`config.mk`:
```
export PLATFORM = sky130hd
export DESIGN_NAME = seg_scan_driver
export DESIGN_NICKNAME = d
export VERILOG_FILES = /design/src/rtl/seg_pkg.sv /design/src/rtl/seg_scan_timer.sv /design/src/rtl/seg_scan_driver.sv
export SDC_FILE = /design/constraint.sdc
export NUM_CORES = 1
export LEC_CHECK = 0
export BUFFER_PORTS_ARGS = -buffer_cell sky130_fd_sc_hd__buf_4
export CAP_MARGIN = 25
export CORE_MARGIN = 8
export CORE_UTILIZATION = 45
export DETAILED_ROUTE_END_ITERATION = 12
export GPL_TIMING_DRIVEN = 0
export HOLD_SLACK_MARGIN = 0.06
export PLACE_DENSITY = 0.65
export SLEW_MARGIN = 20
export SYNTH_ARGS = -nofsm -noshare
export SYNTH_HDL_FRONTEND = slang
export SYNTH_SLANG_ARGS = --single-unit
export TNS_END_PERCENT = 20
```
`constraint.sdc`:
```
create_clock -name Clk100M -period 18.7 [get_ports Clk100M]
set_clock_uncertainty 0.1 [all_clocks]
set_input_delay 0.935 -clock Clk100M [delete_from_list [all_inputs] [get_ports Clk100M]]
set_output_delay 0.935 -clock Clk100M [all_outputs]
set_load 0.02 [all_outputs]
```
`src/rtl/seg_pkg.sv`:
```
// Shared definitions for the seven-segment scan driver and upstream display logic.
// Patterns are active-low {dp,g,f,e,d,c,b,a}.
package seg_pkg;

    localparam int          NUM_DIGITS = 4;
    localparam int          DIG_W      = 2;
    localparam logic [7:0]  SEG_BLANK  = 8'hFF;
    localparam logic [3:0]  AN_OFF     = 4'hF;

    typedef logic [DIG_W-1:0] dig_t;

    // Hex nibble to active-low pattern, decimal point off.
    function automatic logic [7:0] hex_to_seg(input logic [3:0] hex);
        logic [7:0] pat;
        case (hex)
            4'h0: pat = 8'hC0;
            4'h1: pat = 8'hF9;
            4'h2: pat = 8'hA4;
            4'h3: pat = 8'hB0;
            4'h4: pat = 8'h99;
            4'h5: pat = 8'h92;
            4'h6: pat = 8'h82;
            4'h7: pat = 8'hF8;
            4'h8: pat = 8'h80;
            4'h9: pat = 8'h90;
            4'hA: pat = 8'h88;
            4'hB: pat = 8'h83;
            4'hC: pat = 8'hC6;
            4'hD: pat = 8'hA1;
            4'hE: pat = 8'h86;
            default: pat = 8'h8E;
        endcase
        return pat;
    endfunction

endpackage

```
`src/rtl/seg_scan_timer.sv`:
```
// Slot counter and digit index for the display scan; flags the last cycle of a frame.
module seg_scan_timer
    import seg_pkg::*;
#(
    parameter int SCAN_DIV = 100000,
    parameter int CW       = $clog2(SCAN_DIV)
) (
    input  logic          Clk100M,
    input  logic          reset,
    output logic [CW-1:0] cnt,
    output dig_t          dig,
    output logic          frame_tick
);

    localparam logic [CW-1:0] CNT_LAST = CW'(SCAN_DIV - 1);
    localparam dig_t          DIG_LAST = dig_t'(NUM_DIGITS - 1);

    always_ff @(posedge Clk100M) begin
        if (reset) begin
            cnt        <= '0;
            dig        <= '0;
            frame_tick <= 1'b0;
        end else begin
            frame_tick <= (cnt == CNT_LAST) && (dig == DIG_LAST);
            if (cnt == CNT_LAST) begin
                cnt <= '0;
                dig <= dig + 1'b1;
            end else begin
                cnt <= cnt + 1'b1;
            end
        end
    end

endmodule

```
`src/rtl/seg_scan_driver.sv`:
```
// Four-digit multiplexed seven-segment driver with blank interval and 8-level brightness.
// Optional per-digit blinking when SEG_SCAN_BLINK_EN is defined.
module seg_scan_driver
    import seg_pkg::*;
#(
    parameter int SCAN_DIV     = 100000,
    parameter int BLANK_CYCLES = 2000
) (
    input  logic       Clk100M,
    input  logic       reset,
    input  logic [7:0] seg0,
    input  logic [7:0] seg1,
    input  logic [7:0] seg2,
    input  logic [7:0] seg3,
    input  logic [2:0] bright,
`ifdef SEG_SCAN_BLINK_EN
    input  logic [3:0] blink_mask,
    input  logic       blink_phase,
`endif
    output logic [7:0] seg,
    output logic [3:0] an,
    output logic       frame_tick
);

    localparam int          CW      = $clog2(SCAN_DIV);
    localparam logic [31:0] BLANK_L = 32'(BLANK_CYCLES);
    localparam logic [31:0] ON_STEP = 32'((SCAN_DIV - BLANK_CYCLES) / 8);

    logic [CW-1:0] cnt;
    dig_t          dig;
    logic          slot_start;
    logic [7:0]    seg_sel;
    logic [7:0]    seg_snap;
    logic [7:0]    seg_cur;
    logic [2:0]    bright_snap;
    logic [2:0]    bright_cur;
    logic [31:0]   on_lim;
    logic [31:0]   cnt_w;
    logic          lit;
    logic          blank_force;

    seg_scan_timer #(.SCAN_DIV(SCAN_DIV), .CW(CW)) u_timer (
        .Clk100M    (Clk100M),
        .reset      (reset),
        .cnt        (cnt),
        .dig        (dig),
        .frame_tick (frame_tick)
    );

    assign slot_start = (cnt == '0);

    always_comb begin
        seg_sel = SEG_BLANK;
        case (dig)
            2'd0: seg_sel = seg0;
            2'd1: seg_sel = seg1;
            2'd2: seg_sel = seg2;
            2'd3: seg_sel = seg3;
        endcase
    end

    // At cnt==0 the snapshot is being loaded, so use the inputs directly; keeps
    // BLANK_CYCLES==0 correct without an extra cycle of latency.
    assign seg_cur    = slot_start ? seg_sel : seg_snap;
    assign bright_cur = slot_start ? bright  : bright_snap;

    always_ff @(posedge Clk100M) begin
        if (reset) begin
            seg_snap    <= SEG_BLANK;
            bright_snap <= '0;
        end else if (slot_start) begin
            seg_snap    <= seg_sel;
            bright_snap <= bright;
        end
    end

`ifdef SEG_SCAN_BLINK_EN
    logic       phase_meta;
    logic       phase_sync;
    logic [3:0] mask_snap;
    logic [3:0] mask_cur;

    always_ff @(posedge Clk100M) begin
        if (reset) begin
            phase_meta <= 1'b0;
            phase_sync <= 1'b0;
            mask_snap  <= '0;
        end else begin
            phase_meta <= blink_phase;
            phase_sync <= phase_meta;
            if (slot_start) mask_snap <= blink_mask;
        end
    end

    assign mask_cur    = slot_start ? blink_mask : mask_snap;
    assign blank_force = mask_cur[dig] & phase_sync;
`else
    assign blank_force = 1'b0;
`endif

    assign cnt_w  = 32'(cnt);
    assign on_lim = BLANK_L + (32'(bright_cur) + 32'd1) * ON_STEP;
    assign lit    = (cnt_w >= BLANK_L) && (cnt_w < on_lim) && !blank_force;

    // an and seg always switch together so no segment is driven on a dark digit.
    always_ff @(posedge Clk100M) begin
        if (reset) begin
            seg <= SEG_BLANK;
            an  <= AN_OFF;
        end else if (lit) begin
            seg <= seg_cur;
            an  <= ~(4'b0001 << dig);
        end else begin
            seg <= SEG_BLANK;
            an  <= AN_OFF;
        end
    end

endmodule

```
Word level (Yosys, flattened, before mapping)
Cells that the tools add are included.
{ "op_classes": {"n_eq_ne": 4, "bitwise": 2, "n_shift": 1, "n_mul": 1, "addsub": 4, "order_cmp": 2, "muxes": 3, "reduce_logical": 6} }
{ "op_table": {"columns": ["operator", "n"], "rows": [
  ["$pmux 8 s4", 1],
  ["$add 11x18->19 const A", 1],
  ["$lt 17x19->1", 1],
  ["$add 17x1->17 const B", 1],
  ["$eq 17x17->1 const B", 1],
  ["$ge 17x11->1 const B", 1],
  ["$logic_not 17->1", 1],
  ["$mul 4x13->17 const B", 1],
  ["$mux 8", 1],
  ["$add 3x1->4 const B", 1],
  ["$eq 2x2->1 const B", 2],
  ["$not 4->4", 1],
  ["$reduce_or 2->1", 2],
  ["$shl 1x2->4 const A", 1],
  ["$mux 3", 1],
  ["$add 2x1->2 const B", 1],
  ["$eq 2x1->1 const B", 1],
  ["$logic_and 1x1->1", 2],
  ["$logic_not 2->1", 1],
  ["$not 1->1", 1]
]} }
{ "word_totals": {"elab_cells": 30, "inputBits": 37, "register_bits": 43} }

Logic depth before layout (Yosys ltp)
{ "depth": {"word_depth": 9, "mapped_depth": 32} }

By module
Synthesis repeated with hierarchy kept, for this count alone.
{ "unflattened": {"hier_cells": 388, "area_unflattened_um2": 3574.7} }
{ "modules_own_cells": {"columns": ["mod", "instances", "seq_area_each_um2", "cells_per_inst", "area_per_inst_um2"], "rows": [
  ["seg_scan_driver", 1, 460.4, 290, 2690.1],
  ["seg_scan_timer", 1, 400.4, 98, 884.6]
]} }

Worst setup path before layout
No wires, ideal clock.
{ "synth_path": {"kind": "reg2reg", "from": "reg u_timer.cnt[7]", "to": "reg seg[1]", "path_stages_with_launch": 29, "setup_slack_ns": 11.911, "n_path_buf": 4, "setup_ns": 0.120, "synth_period_minus_slack_ns": 6.789, "required_time_ns": 18.480, "t_arrival_ns": 6.569, "cell_sequence": "dfxtp_1 clkbuf_1 or3_1 nor2_1 clkbuf_1 clkbuf_1 mux2_2 ha_1 xnor2_1 inv_1 fa_1 fa_1 inv_1 ha_1 a21oi_1 nand2_1 nor2_1 o31a_1 a21oi_1 or3b_2 nor2_1 nand3_1 xnor2_1 ha_1 nor2b_1 o2111ai_1 o221ai_2 buf_6 o21bai_2"} }
{ "synth_between": {"elab_chain_len": 9, "word_cells_on_any_way": 11} }
{ "synth_rtl": {"columns": ["item", "line_no", "source"], "rows": [
  ["from (decl)", "seg_scan_timer.sv:10", "output logic [CW-1:0] cnt,"],
  ["from (signal assigned)", "seg_scan_timer.sv:29", "cnt <= cnt + 1'b1;"],
  ["$logic_not 17->1", "seg_scan_driver.sv:50", "assign slot_start = (cnt == '0);"],
  ["$mux 3", null, null],
  ["via bright_cur[1]", "seg_scan_driver.sv:36", "logic [2:0] bright_cur;"],
  ["$add 3x1->4", "seg_scan_driver.sv:102", "assign on_lim = BLANK_L + (32'(bright_cur) + 32'd1) * ON_STEP;"],
  ["$mul 4x13->17", "seg_scan_driver.sv:102", null],
  ["$add 11x18->19", "seg_scan_driver.sv:102", null],
  ["$lt 17x19->1", "seg_scan_driver.sv:103", "assign lit = (cnt_w >= BLANK_L) && (cnt_w < on_lim) && !blank_force;"],
  ["$logic_and 1x1->1", "seg_scan_driver.sv:103", null],
  ["$not 1->1 (no line)", null, null],
  ["$reduce_or 2->1 (no line)", null, null],
  ["to (signal assigned)", "seg_scan_driver.sv:111", "seg <= seg_cur;"],
  ["to (decl)", "seg_scan_driver.sv:20", "output logic [7:0] seg,"]
]} }
The timed path passes the listed nets, and every way through them passes these cells.
A chain may end at the register's enable or synchronous reset.

Worst setup path after layout
{ "layout_path": {"from": "reg u_timer.cnt[1]", "to": "reg seg[7]"} }
Same word-level chain as after synthesis.

==> flow_summary.ini <==
[die]
die_h_microns = 104.9
die_area_sq_um = 11000
io_pins = 50
die_w_microns = 104.9
rows = 32
initial_core_util_pct = 46.26
core_region_area_sq_um = 7687

[critical_path]
crit_slowest_cell = xnor2_1
cp-end-kind = flop
slowest_delay_ns = 0.66
path_max_fanout = 12
cp_data_required_time_ns = 18.79
crit_arrival_ns = 8.14
crit_type = flop to flop
start_kind = flop

[synthesis]
synth_mux_area_share_pct = 1.513
synth_compound_area_share_pct = 20.09
ys_seq_area_share_pct = 24.21
syn_nets = 511
async_flop_share_pct = 0
syn_area_sq_um = 3556
synth_edf_count = 0
synth_top_flop_cell = dfxtp_1
yosys.area.top_type = dfxtp_1
yosys_warnings = 0
synth_xor_area_share_pct = 7.635
synth_cell_types = 55
synth_cells = 423
synth_seq_cells = 43
synthTopCellsByArea = dfxtp_1, ha_1, xor2_1, fa_1, nand2_1
syn_area_per_cell_sq_um = 8.406
netlist.area_leader.share_pct = 24.21
synthAdderAreaFrac_pct = 19.42
synth_top_family_by_area = simple AND/OR/NAND/NOR gates
synth-simple-area-share_pct = 21.53

[clock_tree]
cts.sink_count = 43
clockBufferDepth = 2
hold_buffers = 0
clock_latency_ns = 0.30
cts-resized-gates = 0
cts_buffers = 5
clockRootBuffer = clkbuf_8
cts_tree = built
clk_pin_slew_ns = 0.08
post_cts_buffers = 0
cts_max_level = 2

[power_and_ir_drop]
p_sw_uw = 217.2
power_frac_seq_pct = 20.5
p_leak_uw = 0.001778
power_frac_clock_pct = 12.3
p_int_uw = 252.1
p_sw_share_pct = 46.28
finalPower_uw = 469.3
pwr-share-comb_pct = 67.2
ir_worst_vdd_uv = 45.93
pwr_density_cell_nw_per_um2 = 113.6

[layout]
layout-drive-gt1-share_pct = 17.08
final_common_cell = buf_4
layout_common_cells = buf_4, ha_1, dfxtp_1, nor2_1, nand2_1
ff_latch_area_sq_um = 860.8
num-fill-cells = 761
area_growth_pct = 16.22
fin_util_pct = 53.76
final_nets = 567
antennaDiodeCount = 0
multi_input_area_sq_um = 2496

[detailed_routing]
drtIter0Drc = 161
drc = 0
antenna_left = 0
vias = 3147
totalWireLength_mm = 8.764
drt_first_pass_iters = 6
viasPerCell = 5.407
avgRoutedWirePerCell_microns = 15.06

[status]
status = completed

[global_routing]
grt_pass1_vias = 3095
grt_pass1_wl_mm = 14.65
grt_overflow_total = 0
antenna_found_initial = 0
grt_max_degree = 13
track_usage_pct = 15.87

[timing]
setup_ws_ns = 10.64
slew-limit-headroom_pct = 41.78
hold_slack_ns = 0.3751
finalSetupTns_ns = 0
fmax_mhz = 124.1
tightest_slew_ns = 0.8653
fin_crit_sh_pct = 43.08
rsz0062_at_grt = false
hold_viol = 0
min_period_ns = 8.056
setup_viol = 0
finalMaxSlewViolations = 0

[place]
dp_hpwl_mm = 7.078
gp_congestion = 0.8695
place.port_buffers = 49
pre_cts_ws_ns = 10.53

[run]
maxCapViolCount = 0

[hold_path]
hold_path_class = flop to flop
power by group through the flow:
stage / registers, uW / logic, uW / clock network (uW)
after detailed placement: 98.5 / 312 / 0
after floorplan: 98.0 / 247 / 0
after global routing: 96.7 / 361 / 62.0
final: 96.4 / 315 / 57.5
after CTS: 96.4 / 316 / 58.1
after global placement: 98.4 / 307 / 0
layout make-up:
| class | instances | area share, % |
|---|---|---|
| flip-flops and latches | 43 | 20.83 |
| clock buffers | 7 | 1.847 |
| repair buffers | 49 | 8.901 |
| multi-input cells | 331 | 60.40 |
| plain buffers | 15 | 1.726 |
| well taps | 102 | 3.088 |
| inverters | 34 | 3.088 |
| clock inverters | 1 | 0.1211 |
worst max-delay path: cells and delay by family (launching register included):
| family | cells | cell delay (ns) |
|---|---|---|
| DFF | 1 | 0.33 |
| buffers and inverters | 6 | 1.49 |
| AOI/OAI and AO/OA | 6 | 1.07 |
| adders and majority gates | 6 | 2.08 |
| xor gates and xnor gates | 2 | 0.81 |
| and+or+nand+nor | 9 | 1.78 |
| muxes | 1 | 0.29 |
layer usage:
layer | wire length, microns | part of all wire [%] | GRT usage (%)
met1 | 4000 | 46 | 19.65
met2 | 4303 | 49 | 27.19
met4 | 116 | 1.3 | 4.281
met5 | 0 | 0 | 0
met3 | 344 | 3.9 | 3.317
synthesized netlist by cell type (7+ instances only):
library cell / instances
a21oi_1: 19
a222oi_1: 8
a311o_1: 7
clkbuf_1: 12
dfxtp_1: 43
fa_1: 7
ha_1: 44
inv_1: 33
nand2_1: 36
nand2b_1: 9
nand3_1: 16
nand4_1: 10
nor2_1: 36
nor2b_1: 14
nor3_1: 7
o21ai_0: 19
o21bai_2: 8
xnor2_1: 12
xor2_1: 19
stage by stage:
stage / area (sq um) / instances
2_1_floorplan: 3556 / 423
3_3_place_gp: 4051 / 574
3_5_place_dp: 4051 / 574
4_1_cts: 4133 / 582
5_1_grt: 4133 / 582
6_report: 4133 / 582
flip-flops by register name (all words and copies together) (netlist names):
register and flops:
u_timer.cnt 17, seg 8, seg_snap 8, an 4
bright_snap 3, u_timer.dig 2, u_timer.frame_tick 1
final timing paths:
path	startpoint	to	slack (ns)	cells past startpoint
worst max-delay path	u_timer.cnt[1]	seg[7]	10.64	30
worst min-delay path	u_timer.cnt[0]	u_timer.cnt[0]	0.38	1
worst max register to register	u_timer.cnt[1]	seg[7]	10.64	30
worst min register to register	u_timer.cnt[0]	u_timer.cnt[0]	0.38	1
cell families after synthesis:
| group | count (synthesis) |
|---|---|
| muxes | 5 |
| buffers and inverters | 49 |
| DFF | 43 |
| AOI/OAI and AO/OA | 94 |
| and+or+nand+nor | 150 |
| xor gates and xnor gates | 31 |
| adders and majority gates | 51 |
Note: power is estimated with default switching activity, not from simulation.
